**src/rtl/rv_pkg.sv**
```systemverilog
// rv_pkg: shared RV32I opcode constants, op classes and issue bundle
// Imported by the decode/issue stage and anything that consumes it.
package rv_pkg;

    localparam logic [6:0] OPC_LUI    = 7'b0110111;
    localparam logic [6:0] OPC_AUIPC  = 7'b0010111;
    localparam logic [6:0] OPC_JAL    = 7'b1101111;
    localparam logic [6:0] OPC_JALR   = 7'b1100111;
    localparam logic [6:0] OPC_BRANCH = 7'b1100011;
    localparam logic [6:0] OPC_LOAD   = 7'b0000011;
    localparam logic [6:0] OPC_STORE  = 7'b0100011;
    localparam logic [6:0] OPC_OP_IMM = 7'b0010011;
    localparam logic [6:0] OPC_OP     = 7'b0110011;
    localparam logic [6:0] OPC_SYSTEM = 7'b1110011;

    typedef enum logic [3:0] {
        ALU_R   = 4'd0,
        ALU_I   = 4'd1,
        LOAD    = 4'd2,
        STORE   = 4'd3,
        BRANCH  = 4'd4,
        JAL     = 4'd5,
        JALR    = 4'd6,
        LUI     = 4'd7,
        AUIPC   = 4'd8,
        SYSTEM  = 4'd9,
        ILLEGAL = 4'd10
    } op_e;

    typedef struct packed {
        op_e  op;
        logic uses_rs1;
        logic uses_rs2;
        logic rd_write;
    } dec_t;

    typedef struct packed {
        op_e         op;
        logic [3:0]  funct;
        logic [4:0]  rd;
        logic        rd_write;
        logic [31:0] imm;
        logic [31:0] pc;
    } iss_t;

    localparam iss_t ISS_RESET = '{
        op:       ILLEGAL,
        funct:    4'd0,
        rd:       5'd0,
        rd_write: 1'b0,
        imm:      32'd0,
        pc:       32'd0
    };

    // execute sees {funct7[5], funct3} for every op class
    function automatic logic [3:0] funct_of(input logic [31:0] instr);
        return {instr[30], instr[14:12]};
    endfunction

endpackage

```
**src/rtl/decode_issue_if.sv**
```systemverilog
// decode_issue_if: fetch handshake, regfile strobes, issue bundle, writeback
// slave = decode/issue stage, master = fetch/execute/regfile environment.
interface decode_issue_if;
    import rv_pkg::*;

    logic        instr_valid;
    logic        instr_ready;
    logic [31:0] instr;
    logic [31:0] instr_pc;

    logic [4:0]  rs1_addr;
    logic [4:0]  rs2_addr;
    logic        read_rs1;
    logic        read_rs2;

    logic        iss_valid;
    logic        iss_ready;
    op_e         iss_op;
    logic [3:0]  iss_funct;
    logic [4:0]  iss_rd;
    logic        iss_rd_write;
    logic [31:0] iss_imm;
    logic [31:0] iss_pc;

    logic        wb_valid;
    logic [4:0]  wb_rd;

    logic [15:0] stall_cnt;

    modport slave (
        input  instr_valid, instr, instr_pc,
        input  iss_ready, wb_valid, wb_rd,
        output instr_ready, rs1_addr, rs2_addr,
        output read_rs1, read_rs2,
        output iss_valid, iss_op, iss_funct, iss_rd,
        output iss_rd_write, iss_imm, iss_pc,
        output stall_cnt
    );

    modport master (
        output instr_valid, instr, instr_pc,
        output iss_ready, wb_valid, wb_rd,
        input  instr_ready, rs1_addr, rs2_addr,
        input  read_rs1, read_rs2,
        input  iss_valid, iss_op, iss_funct, iss_rd,
        input  iss_rd_write, iss_imm, iss_pc,
        input  stall_cnt
    );

endinterface

```
**src/rtl/imm_gen.sv**
```systemverilog
// imm_gen: RV32I immediate extraction (I/S/B/U/J), sign-extended to 32 bits
// Opcodes without an immediate (R-type, unknown) yield zero.
module imm_gen
    import rv_pkg::*;
(
    input  logic [31:0] instr,
    output logic [31:0] imm
);

    logic [31:0] imm_i;
    logic [31:0] imm_s;
    logic [31:0] imm_b;
    logic [31:0] imm_u;
    logic [31:0] imm_j;

    assign imm_i = {{20{instr[31]}}, instr[31:20]};
    assign imm_s = {{20{instr[31]}}, instr[31:25], instr[11:7]};
    assign imm_b = {{20{instr[31]}}, instr[7], instr[30:25],
                    instr[11:8], 1'b0};
    assign imm_u = {instr[31:12], 12'd0};
    assign imm_j = {{12{instr[31]}}, instr[19:12], instr[20],
                    instr[30:21], 1'b0};

    // pick the format that belongs to the opcode
    always_comb begin
        imm = 32'd0;
        unique case (instr[6:0])
            OPC_OP_IMM,
            OPC_LOAD,
            OPC_JALR,
            OPC_SYSTEM: imm = imm_i;
            OPC_STORE:  imm = imm_s;
            OPC_BRANCH: imm = imm_b;
            OPC_LUI,
            OPC_AUIPC:  imm = imm_u;
            OPC_JAL:    imm = imm_j;
            default:    imm = 32'd0;
        endcase
    end

endmodule

```
**src/rtl/decode_issue.sv**
```systemverilog
// decode_issue: RV32I decode, scoreboard hazard check, one-entry issue register
// Operands are read on the accept edge so they line up with iss_valid.
module decode_issue
    import rv_pkg::*;
(
    input  logic          clk,
    input  logic          reset,
    decode_issue_if.slave bus
);

    logic [4:0]  rs1;
    logic [4:0]  rs2;
    logic [4:0]  rd;
    logic [2:0]  f3;
    dec_t        dec;
    logic        rd_write;
    logic [31:0] imm;

    logic [31:0] scoreboard;
    logic [31:0] sb_next;
    logic        hazard;
    logic        instr_ready;
    logic        accept;

    logic        iss_valid;
    iss_t        iss_q;
    logic [15:0] stall_q;

    assign rs1 = bus.instr[19:15];
    assign rs2 = bus.instr[24:20];
    assign rd  = bus.instr[11:7];
    assign f3  = bus.instr[14:12];

    imm_gen u_imm_gen (
        .instr (bus.instr),
        .imm   (imm)
    );

    // op class and register usage from the opcode
    always_comb begin
        dec.op       = ILLEGAL;
        dec.uses_rs1 = 1'b0;
        dec.uses_rs2 = 1'b0;
        dec.rd_write = 1'b0;
        unique case (bus.instr[6:0])
            OPC_OP: begin
                dec.op       = ALU_R;
                dec.uses_rs1 = 1'b1;
                dec.uses_rs2 = 1'b1;
                dec.rd_write = 1'b1;
            end
            OPC_OP_IMM: begin
                dec.op       = ALU_I;
                dec.uses_rs1 = 1'b1;
                dec.rd_write = 1'b1;
            end
            OPC_LOAD: begin
                dec.op       = LOAD;
                dec.uses_rs1 = 1'b1;
                dec.rd_write = 1'b1;
            end
            OPC_STORE: begin
                dec.op       = STORE;
                dec.uses_rs1 = 1'b1;
                dec.uses_rs2 = 1'b1;
            end
            OPC_BRANCH: begin
                dec.op       = BRANCH;
                dec.uses_rs1 = 1'b1;
                dec.uses_rs2 = 1'b1;
            end
            OPC_JAL: begin
                dec.op       = JAL;
                dec.rd_write = 1'b1;
            end
            OPC_JALR: begin
                dec.op       = JALR;
                dec.uses_rs1 = 1'b1;
                dec.rd_write = 1'b1;
            end
            OPC_LUI: begin
                dec.op       = LUI;
                dec.rd_write = 1'b1;
            end
            OPC_AUIPC: begin
                dec.op       = AUIPC;
                dec.rd_write = 1'b1;
            end
            OPC_SYSTEM: begin
                // CSR ops write rd; the register forms also read rs1
                dec.op       = SYSTEM;
                dec.uses_rs1 = !f3[2] && (f3 != 3'd0);
                dec.rd_write = (f3 != 3'd0);
            end
            default: begin
                dec.op       = ILLEGAL;
                dec.uses_rs1 = 1'b0;
                dec.uses_rs2 = 1'b0;
                dec.rd_write = 1'b0;
            end
        endcase
    end

    assign rd_write = dec.rd_write && (rd != 5'd0);

    // bit 0 is never set, so x0 can never look busy
    assign hazard = (dec.uses_rs1 && scoreboard[rs1])
                 || (dec.uses_rs2 && scoreboard[rs2])
                 || (rd_write && scoreboard[rd]);

    assign instr_ready = !hazard && (!iss_valid || bus.iss_ready);
    assign accept      = bus.instr_valid && instr_ready;

    // writeback clears, acceptance sets; neither feeds this cycle's hazard
    always_comb begin
        sb_next = scoreboard;
        if (bus.wb_valid) begin
            sb_next[bus.wb_rd] = 1'b0;
        end
        if (accept && rd_write) begin
            sb_next[rd] = 1'b1;
        end
        sb_next[0] = 1'b0;
    end

    // scoreboard register
    always_ff @(posedge clk or posedge reset) begin
        if (reset) begin
            scoreboard <= 32'd0;
        end else begin
            scoreboard <= sb_next;
        end
    end

    // issue register: load on accept, drain when execute takes it
    always_ff @(posedge clk or posedge reset) begin
        if (reset) begin
            iss_valid <= 1'b0;
            iss_q     <= ISS_RESET;
        end else if (accept) begin
            iss_valid      <= 1'b1;
            iss_q.op       <= dec.op;
            iss_q.funct    <= funct_of(bus.instr);
            iss_q.rd       <= rd;
            iss_q.rd_write <= rd_write;
            iss_q.imm      <= imm;
            iss_q.pc       <= bus.instr_pc;
        end else if (bus.iss_ready) begin
            iss_valid <= 1'b0;
        end
    end

    // saturating count of cycles fetch waits on us
    always_ff @(posedge clk or posedge reset) begin
        if (reset) begin
            stall_q <= 16'd0;
        end else if (bus.instr_valid && !instr_ready
                     && (stall_q != 16'hFFFF)) begin
            stall_q <= stall_q + 16'd1;
        end
    end

    assign bus.instr_ready  = instr_ready;
    assign bus.rs1_addr     = rs1;
    assign bus.rs2_addr     = rs2;
    assign bus.read_rs1     = accept && dec.uses_rs1;
    assign bus.read_rs2     = accept && dec.uses_rs2;
    assign bus.iss_valid    = iss_valid;
    assign bus.iss_op       = iss_q.op;
    assign bus.iss_funct    = iss_q.funct;
    assign bus.iss_rd       = iss_q.rd;
    assign bus.iss_rd_write = iss_q.rd_write;
    assign bus.iss_imm      = iss_q.imm;
    assign bus.iss_pc       = iss_q.pc;
    assign bus.stall_cnt    = stall_q;

endmodule

```
**src/flat_wrapper.sv**
```systemverilog
// flat-port wrapper written by rule: the top's interface ports become plain ports
module decode_issue_flat import rv_pkg::*;
  (clk, reset, bus_instr_valid, bus_instr, bus_instr_pc, bus_iss_ready, bus_wb_valid, bus_wb_rd, bus_instr_ready, bus_rs1_addr, bus_rs2_addr, bus_read_rs1, bus_read_rs2, bus_iss_valid, bus_iss_op, bus_iss_funct, bus_iss_rd, bus_iss_rd_write, bus_iss_imm, bus_iss_pc, bus_stall_cnt);
  decode_issue_if bus_i ();
  input  logic clk;
  input  logic reset;
  input wire logic [$bits(bus_i.instr_valid)-1:0] bus_instr_valid;
  input wire logic [$bits(bus_i.instr)-1:0] bus_instr;
  input wire logic [$bits(bus_i.instr_pc)-1:0] bus_instr_pc;
  input wire logic [$bits(bus_i.iss_ready)-1:0] bus_iss_ready;
  input wire logic [$bits(bus_i.wb_valid)-1:0] bus_wb_valid;
  input wire logic [$bits(bus_i.wb_rd)-1:0] bus_wb_rd;
  output wire logic [$bits(bus_i.instr_ready)-1:0] bus_instr_ready;
  output wire logic [$bits(bus_i.rs1_addr)-1:0] bus_rs1_addr;
  output wire logic [$bits(bus_i.rs2_addr)-1:0] bus_rs2_addr;
  output wire logic [$bits(bus_i.read_rs1)-1:0] bus_read_rs1;
  output wire logic [$bits(bus_i.read_rs2)-1:0] bus_read_rs2;
  output wire logic [$bits(bus_i.iss_valid)-1:0] bus_iss_valid;
  output wire logic [$bits(bus_i.iss_op)-1:0] bus_iss_op;
  output wire logic [$bits(bus_i.iss_funct)-1:0] bus_iss_funct;
  output wire logic [$bits(bus_i.iss_rd)-1:0] bus_iss_rd;
  output wire logic [$bits(bus_i.iss_rd_write)-1:0] bus_iss_rd_write;
  output wire logic [$bits(bus_i.iss_imm)-1:0] bus_iss_imm;
  output wire logic [$bits(bus_i.iss_pc)-1:0] bus_iss_pc;
  output wire logic [$bits(bus_i.stall_cnt)-1:0] bus_stall_cnt;
  assign bus_i.instr_valid = bus_instr_valid;
  assign bus_i.instr = bus_instr;
  assign bus_i.instr_pc = bus_instr_pc;
  assign bus_i.iss_ready = bus_iss_ready;
  assign bus_i.wb_valid = bus_wb_valid;
  assign bus_i.wb_rd = bus_wb_rd;
  assign bus_instr_ready = bus_i.instr_ready;
  assign bus_rs1_addr = bus_i.rs1_addr;
  assign bus_rs2_addr = bus_i.rs2_addr;
  assign bus_read_rs1 = bus_i.read_rs1;
  assign bus_read_rs2 = bus_i.read_rs2;
  assign bus_iss_valid = bus_i.iss_valid;
  assign bus_iss_op = bus_i.iss_op;
  assign bus_iss_funct = bus_i.iss_funct;
  assign bus_iss_rd = bus_i.iss_rd;
  assign bus_iss_rd_write = bus_i.iss_rd_write;
  assign bus_iss_imm = bus_i.iss_imm;
  assign bus_iss_pc = bus_i.iss_pc;
  assign bus_stall_cnt = bus_i.stall_cnt;
  decode_issue u_core (.clk(clk), .reset(reset), .bus(bus_i));
endmodule
```
**config.mk**
```make
export PLATFORM = sky130hd
export DESIGN_NAME = decode_issue_flat
export DESIGN_NICKNAME = d
export VERILOG_FILES = /design/src/rtl/rv_pkg.sv /design/src/rtl/decode_issue_if.sv /design/src/rtl/imm_gen.sv /design/src/rtl/decode_issue.sv /design/src/flat_wrapper.sv
export SDC_FILE = /design/constraint.sdc
export NUM_CORES = 1
export LEC_CHECK = 0
export CORE_MARGIN = 2
export CORE_UTILIZATION = 35
export DETAILED_ROUTE_END_ITERATION = 12
export PLACE_DENSITY_LB_ADDON = 0.1
export SYNTH_ARGS = -nofsm -noshare
export SYNTH_HDL_FRONTEND = slang
export SYNTH_SLANG_ARGS = --single-unit
```
**constraint.sdc**
```tcl
create_clock -name clk -period 5.8 [get_ports clk]
set_clock_uncertainty 0.1 [all_clocks]
set_input_delay 1.45 -clock clk [delete_from_list [all_inputs] [get_ports clk]]
set_output_delay 1.45 -clock clk [all_outputs]
set_load 0.02 [all_outputs]
```
==> results.cfg, run 1 <==
[run_status]
status = completed

[global_routing]
grt_usage_pct = 20.8
grt_max_degree = 73
antenna_found_initial = 0
grt_first_pass_wirelength_mm = 31.9
grt_pass1_vias = 5684
overflow = 0

[layout]
layout-drive-gt1-share_pct = 14.4
areaGrowthSynthToFinish_pct = 44.1
design_area_um2 = 9420
fin_cells = 1021
mostFrequentLayoutCells = clkdlybuf4s50_1, dfrtp_1, o21ai_0
layout_commonest_cell = clkdlybuf4s50_1
nNetsFinal = 854
diodes = 0

[detailed_routing]
drtIter0Drc = 329
wl_per_cell_um = 19.5
postRouteAntennaNets = 0
num_vias = 5471
drc_errors = 0
via_per_inst = 5.36
drt-total-wl_mm = 19.9
firstDrtPassIters = 6

[sta]
min_period_ps = 5590
slew_violations = 0
hold_viol = 0
rsz0062_at_grt = false
slew-limit-headroom_pct = 29.3
max_freq_mhz = 179
period_share_pct = 96.3
setup_viol = 0
worst_pin_slew_ps = 1050

[clocking]
root_buffer = clkbuf_16
clkSlewWorstSetupHoldPaths_ps = 50
hold_buffers = 0
worstSkewPairLatency_ps = 430
cts_tree = yes
clock-sinks = 126
cts_buffer_depth = 2
cts_buffers = 17
h-tree-depth = 4

[logic_synthesis]
synth_top_area_share_pct = 47.5
synthTopCellsByArea = dfrtp_1, mux2_1, mux4_2, o21ai_0, mux2i_1
ys_ff_latch = 126
yosysUniqueCellTypes = 58
synth-warning-count = 0
synthCells = 584
synth_edf_count = 0
async_reset_ff_share_pct = 100
yosys.area.top_type = dfrtp_1
synth_area_um2 = 6540
synth_ff_type = dfrtp_1
postSynthAreaPerCell_um2 = 11.2
synthesis.nets = 659
ys_seq_area_share_pct = 48.3

[run]
max_cap_violations = 0

[floorplanning]
die_area_um2 = 19800
initial_core_util_pct = 36.0
die_height_um = 141
core_um2 = 18100
die_x_um = 141
row_count = 49
ioPinCount = 182

[setup_path]
worstPathRequired_ps = 4250
critPathKind = primary input to output port
cp_max_fo = 6
cp-end-kind = output port
slowest_stage = clkdlybuf4s50_1
startpoint_type = primary input
crit_chain = clkdlybuf4s50_1 -> mux4_2 -> mux2i_1 -> mux2i_1 -> mux2_2 -> a2111oi_4 -> buf_4 -> nand2_4 -> nor2_2 -> buf_6
slowest_delay_ps = 690
crit_arrival_ps = 4040
timing.critical_path.mode_cell = mux2i_1

[power_and_ir_drop]
power.density_nw_per_um2 = 296
p_leak_nw = 3.98
vdd.ir_drop.worst_v = 0.000202

[min_path]
hp-class = flip-flop to flip-flop

[placed_design]
placed_area_um2 = 8750
place_inst = 987
hpwl_mm = 14.6
gp_congestion = 0.914
io_buffers = 181
[power breakdown]
| group | total (mW) | switching, mW | internal (mW) |
|---|---|---|---|
| sequential | 1.03 | 0.0652 | 0.970 |
| combinational | 0.606 | 0.302 | 0.304 |
| clock | 1.14 | 0.418 | 0.725 |
[cell type report]
| cell class | count | area [um2] |
|---|---|---|
| clock buffers | 17 | 425 |
| clock inverters | 15 | 208 |
| multi-input cells | 386 | 3070 |
| flip-flops and latches | 126 | 3160 |
| fillers | 1623 | 8730 |
| repair buffers | 222 | 2170 |
| well taps | 229 | 287 |
| inverters | 26 | 100 |
[critical path: cells and delay by family]
family | cells | cell delay (ps)
AND/OR/NAND/NOR | 2 | 170
buffers and inverters | 3 | 1040
AO/OA/AOI/OAI | 1 | 430
multiplexers | 4 | 940
[logic make-up after synthesis]
family / share of synthesized area [%]
adders and majority gates: 0.191
muxes: 20.6
DFF: 48.3
xor gates and xnor gates: 2.01
and+or+nand+nor: 11.1
AOI/OAI and AO/OA: 12.8
buffers and inverters: 5.13
[sequential cells by signal, indices dropped and copies added, names as in the netlist]
signal	flops
u_core.bus.iss_imm	32
u_core.bus.iss_pc	32
u_core.scoreboard	31
u_core.bus.stall_cnt	16
u_core.bus.iss_rd	5
u_core.bus.iss_funct	4
u_core.bus.iss_op	4
u_core.bus.iss_rd_write	1
u_core.bus.iss_valid	1
[per-layer routing]
| metal | global-route usage [%] | share of wire (%) | vias up |
|---|---|---|---|
| met5 | 0 | 0 | - |
| met4 | 7.21 | 1.9 | 0 |
| met2 | 33.4 | 47 | 227 |
| met3 | 5.26 | 6.8 | 26 |
| li1 | - | - | 2530 |
| met1 | 27.4 | 44 | 2688 |
[final timing paths]
check                                               startpoint                             endpoint  slack, ps  cells after the start
setup / recovery                                 bus_instr[16]                         bus_read_rs2        210                     10
hold / removal             u_core.bus.iss_funct[1]$_DFFE_PP0P_  u_core.bus.iss_funct[1]$_DFFE_PP0P_        390                      1
setup reg to reg               u_core.scoreboard[27]$_DFF_PP0_      u_core.scoreboard[14]$_DFF_PP0_       2030                     10
hold reg to reg            u_core.bus.iss_funct[1]$_DFFE_PP0P_  u_core.bus.iss_funct[1]$_DFFE_PP0P_        390                      1
max in group asynchronous                                reset      u_core.scoreboard[20]$_DFF_PP0_       3180                      3
min in group asynchronous                                reset    u_core.bus.iss_pc[22]$_DFFE_PP0P_       1490                      2
[metrics by stage]
step / setup slack (ps) / TNS (ps) / total power [mW] / hold WS [ps] / utilization, %
2_1_floorplan: 248 / 0 / 1.34 / 398 / -
3_3_place_gp: -227 / -340 / 1.65 / 372 / 48.2
3_5_place_dp: -226 / -327 / 1.66 / 381 / 48.2
4_1_cts: 85.4 / 0 / 2.81 / 394 / 51.7
5_1_grt: 111 / 0 / 2.91 / 412 / 51.9
6_report: 215 / 0 / 2.78 / 388 / 51.9
[Yosys cell counts (4+ instances only)]
library cell  number
xor2_1            15
nand3b_1           8
a31oi_1            4
o21ai_0           69
dfrtp_1          124
mux2_2             5
nor3b_1            5
or3b_2             5
nand4_1            8
clkbuf_1          18
nand3_1            9
inv_1             26
nor3_1            14
buf_4             11
nor4b_1            5
nor2_1            17
mux2i_1           33
and3_1             4
buf_2             13
nor2b_1            7
nand2_1           30
mux4_2            18
a22o_1             4
a41oi_1            9
and2_1             4
a21oi_1           24
mux2_1            49
[repair_timing]
action / 4_1_cts / 5_1_grt
gates resized for setup: 2 / 12
pin swaps: 1 / 1
setup buffers: 1 / 1
setup endpoints to repair: 2 / 3
(Power assumes the default switching activity.)
==> run 2: changes to the inputs <==
--- a/config.mk
+++ b/config.mk
@@ -7,6 +7,7 @@
 export LEC_CHECK = 0
 export CORE_MARGIN = 2
 export CORE_UTILIZATION = 35
+export CTS_BUF_LIST = sky130_fd_sc_hd__clkbuf_8
 export DETAILED_ROUTE_END_ITERATION = 12
 export PLACE_DENSITY_LB_ADDON = 0.1
 export SYNTH_ARGS = -nofsm -noshare
==> results.cfg, run 2 (synthesis results as in run 1) <==
[layout]
diodes = 0
finish.utilization_pct = 50.8
nNetsFinal = 854
mostFrequentLayoutCells = clkdlybuf4s50_1, dfrtp_1, o21ai_0
fill_cells = 1653
layout-drive-gt1-share_pct = 14.3
fin_cells = 1021
layout_commonest_cell = clkdlybuf4s50_1
areaGrowthSynthToFinish_pct = 41.1

[setup_path]
crit_arrival_ps = 4130
critPathKind = primary input to output port
cp-end-kind = output port
ff2ff_path_depth = 10
worstPathRequired_ps = 4250
cp_max_fo = 7
startpoint_type = primary input
rr_endpoint = u_core.scoreboard[2]$_DFF_PP0_
ff2ff_setup_slack_ps = 2010
r2r_start = u_core.scoreboard[27]$_DFF_PP0_

[global_routing]
grt_pass1_vias = 5644
grt_first_pass_wirelength_mm = 31.8
antenna_found_initial = 0
overflow = 0
grt_max_degree = 73
grt_usage_pct = 20.6

[detailed_routing]
via_per_inst = 5.34
drt-total-wl_mm = 19.7
drc_errors = 0
wl_per_cell_um = 19.3
drtIter0Drc = 345
num_vias = 5454
firstDrtPassIters = 5
postRouteAntennaNets = 0

[floorplanning]
die_x_um = 141
initial_core_util_pct = 36.0
ioPinCount = 182
row_count = 49
die_height_um = 141
die_area_um2 = 19800
core_um2 = 18100

[clocking]
cts_buffer_depth = 2
hold_buffers = 0
clock-sinks = 126
worstSkewPairLatency_ps = 440
root_buffer = clkbuf_8
h-tree-depth = 4
clkSlewWorstSetupHoldPaths_ps = 70
cts_buffers = 17
cts_tree = yes

[power_and_ir_drop]
power.density_nw_per_um2 = 271
p_comb_share_pct = 24.3
p_int_mw = 1.75
p_leak_nw = 3.88
clock_power_share_pct = 34.3
switching_power_mw = 0.749
seq_power_share_pct = 41.4
vdd.ir_drop.worst_v = 0.000128
power_switching_share_pct = 30.0

[sta]
rsz0062_at_grt = false
max_freq_mhz = 176
fin_tns_setup_ps = 0
period_share_pct = 98.0
slew_violations = 0
slew-limit-headroom_pct = 30.1
hold_viol = 0
min_period_ps = 5680
setup_viol = 0
worst_pin_slew_ps = 1040

[placed_design]
io_buffers = 181
gp_congestion = 0.914
place_inst = 987
hpwl_mm = 14.6

[run]
max_cap_violations = 0

[min_path]
hold_start = u_core.bus.iss_funct[1]$_DFFE_PP0P_
hold_depth = 1
hp-class = flip-flop to flip-flop
holdPathEnd = u_core.bus.iss_funct[1]$_DFFE_PP0P_

[run_status]
status = completed
[run 2: cell type report]
class	instances	area (um2)	area share, %
clock buffers	17	234	2.54
clock inverters	15	208	2.25
inverters	26	100	1.08
multi-input cells	386	3070	33.3
flip-flops and latches	126	3160	34.2
well taps	229	287	3.11
repair buffers	222	2170	23.5
[run 2: worst max-delay path: stages]
cell             delay [ps]
clkdlybuf4s50_1         510
buf_12                  140
mux4_2                  490
mux2i_1                 150
mux2i_1                 120
mux2_2                  310
a2111oi_4               430
and3_1                  220
clkdlybuf4s15_1         300
[run 2: timing repair]
| item | in CTS | in global routing |
|---|---|---|
| setup buffers | 1 | 1 |
| gates resized for setup | 2 | 9 |
| pin swaps | 1 | 1 |
| setup endpoints to repair | 2 | 3 |
[run 2: worst max path at each step]
stage	endpoint	depth (start not counted)	slack [ps]	from
floorplan	bus_read_rs2	10	250	bus_instr[15]
global placement	bus_read_rs1	9	-230	bus_instr[15]
detailed placement	bus_read_rs1	9	-230	bus_instr[15]
CTS	bus_read_rs2	11	100	bus_instr[15]
global route	bus_read_rs1	9	0.3	bus_instr[15]
finish	bus_read_rs1	9	120	bus_instr[15]
[run 2: routing by layer]
metal,wire [um],vias up,GRT usage [%],part of all wire [%]
met1,8770,2714,27.3,44
li1,-,2524,-,-
met5,0,-,0,0
met3,1290,18,5.81,6.5
met2,9410,198,33.2,48
met4,267,0,5.74,1.4
[run 2: power groups by stage]
stage	combinational [mW]	sequential [mW]	clock [mW]
2_1_floorplan	0.200	1.14	0
3_3_place_gp	0.603	1.05	0
3_5_place_dp	0.609	1.05	0
4_1_cts	0.612	1.03	0.880
5_1_grt	0.650	1.04	0.928
6_report	0.606	1.03	0.857
[run 2: stage by stage]
stage | instance area (um2) | total power, mW | worst slack (ps) | hold slack [ps]
6_report | 9230 | 2.50 | 116 | 392
5_1_grt | 9230 | 2.62 | 0.258 | 417
4_1_cts | 9200 | 2.53 | 97.5 | 398
3_5_place_dp | 8750 | 1.66 | -226 | 381
3_3_place_gp | 8750 | 1.65 | -227 | 372
2_1_floorplan | 6540 | 1.34 | 248 | 398
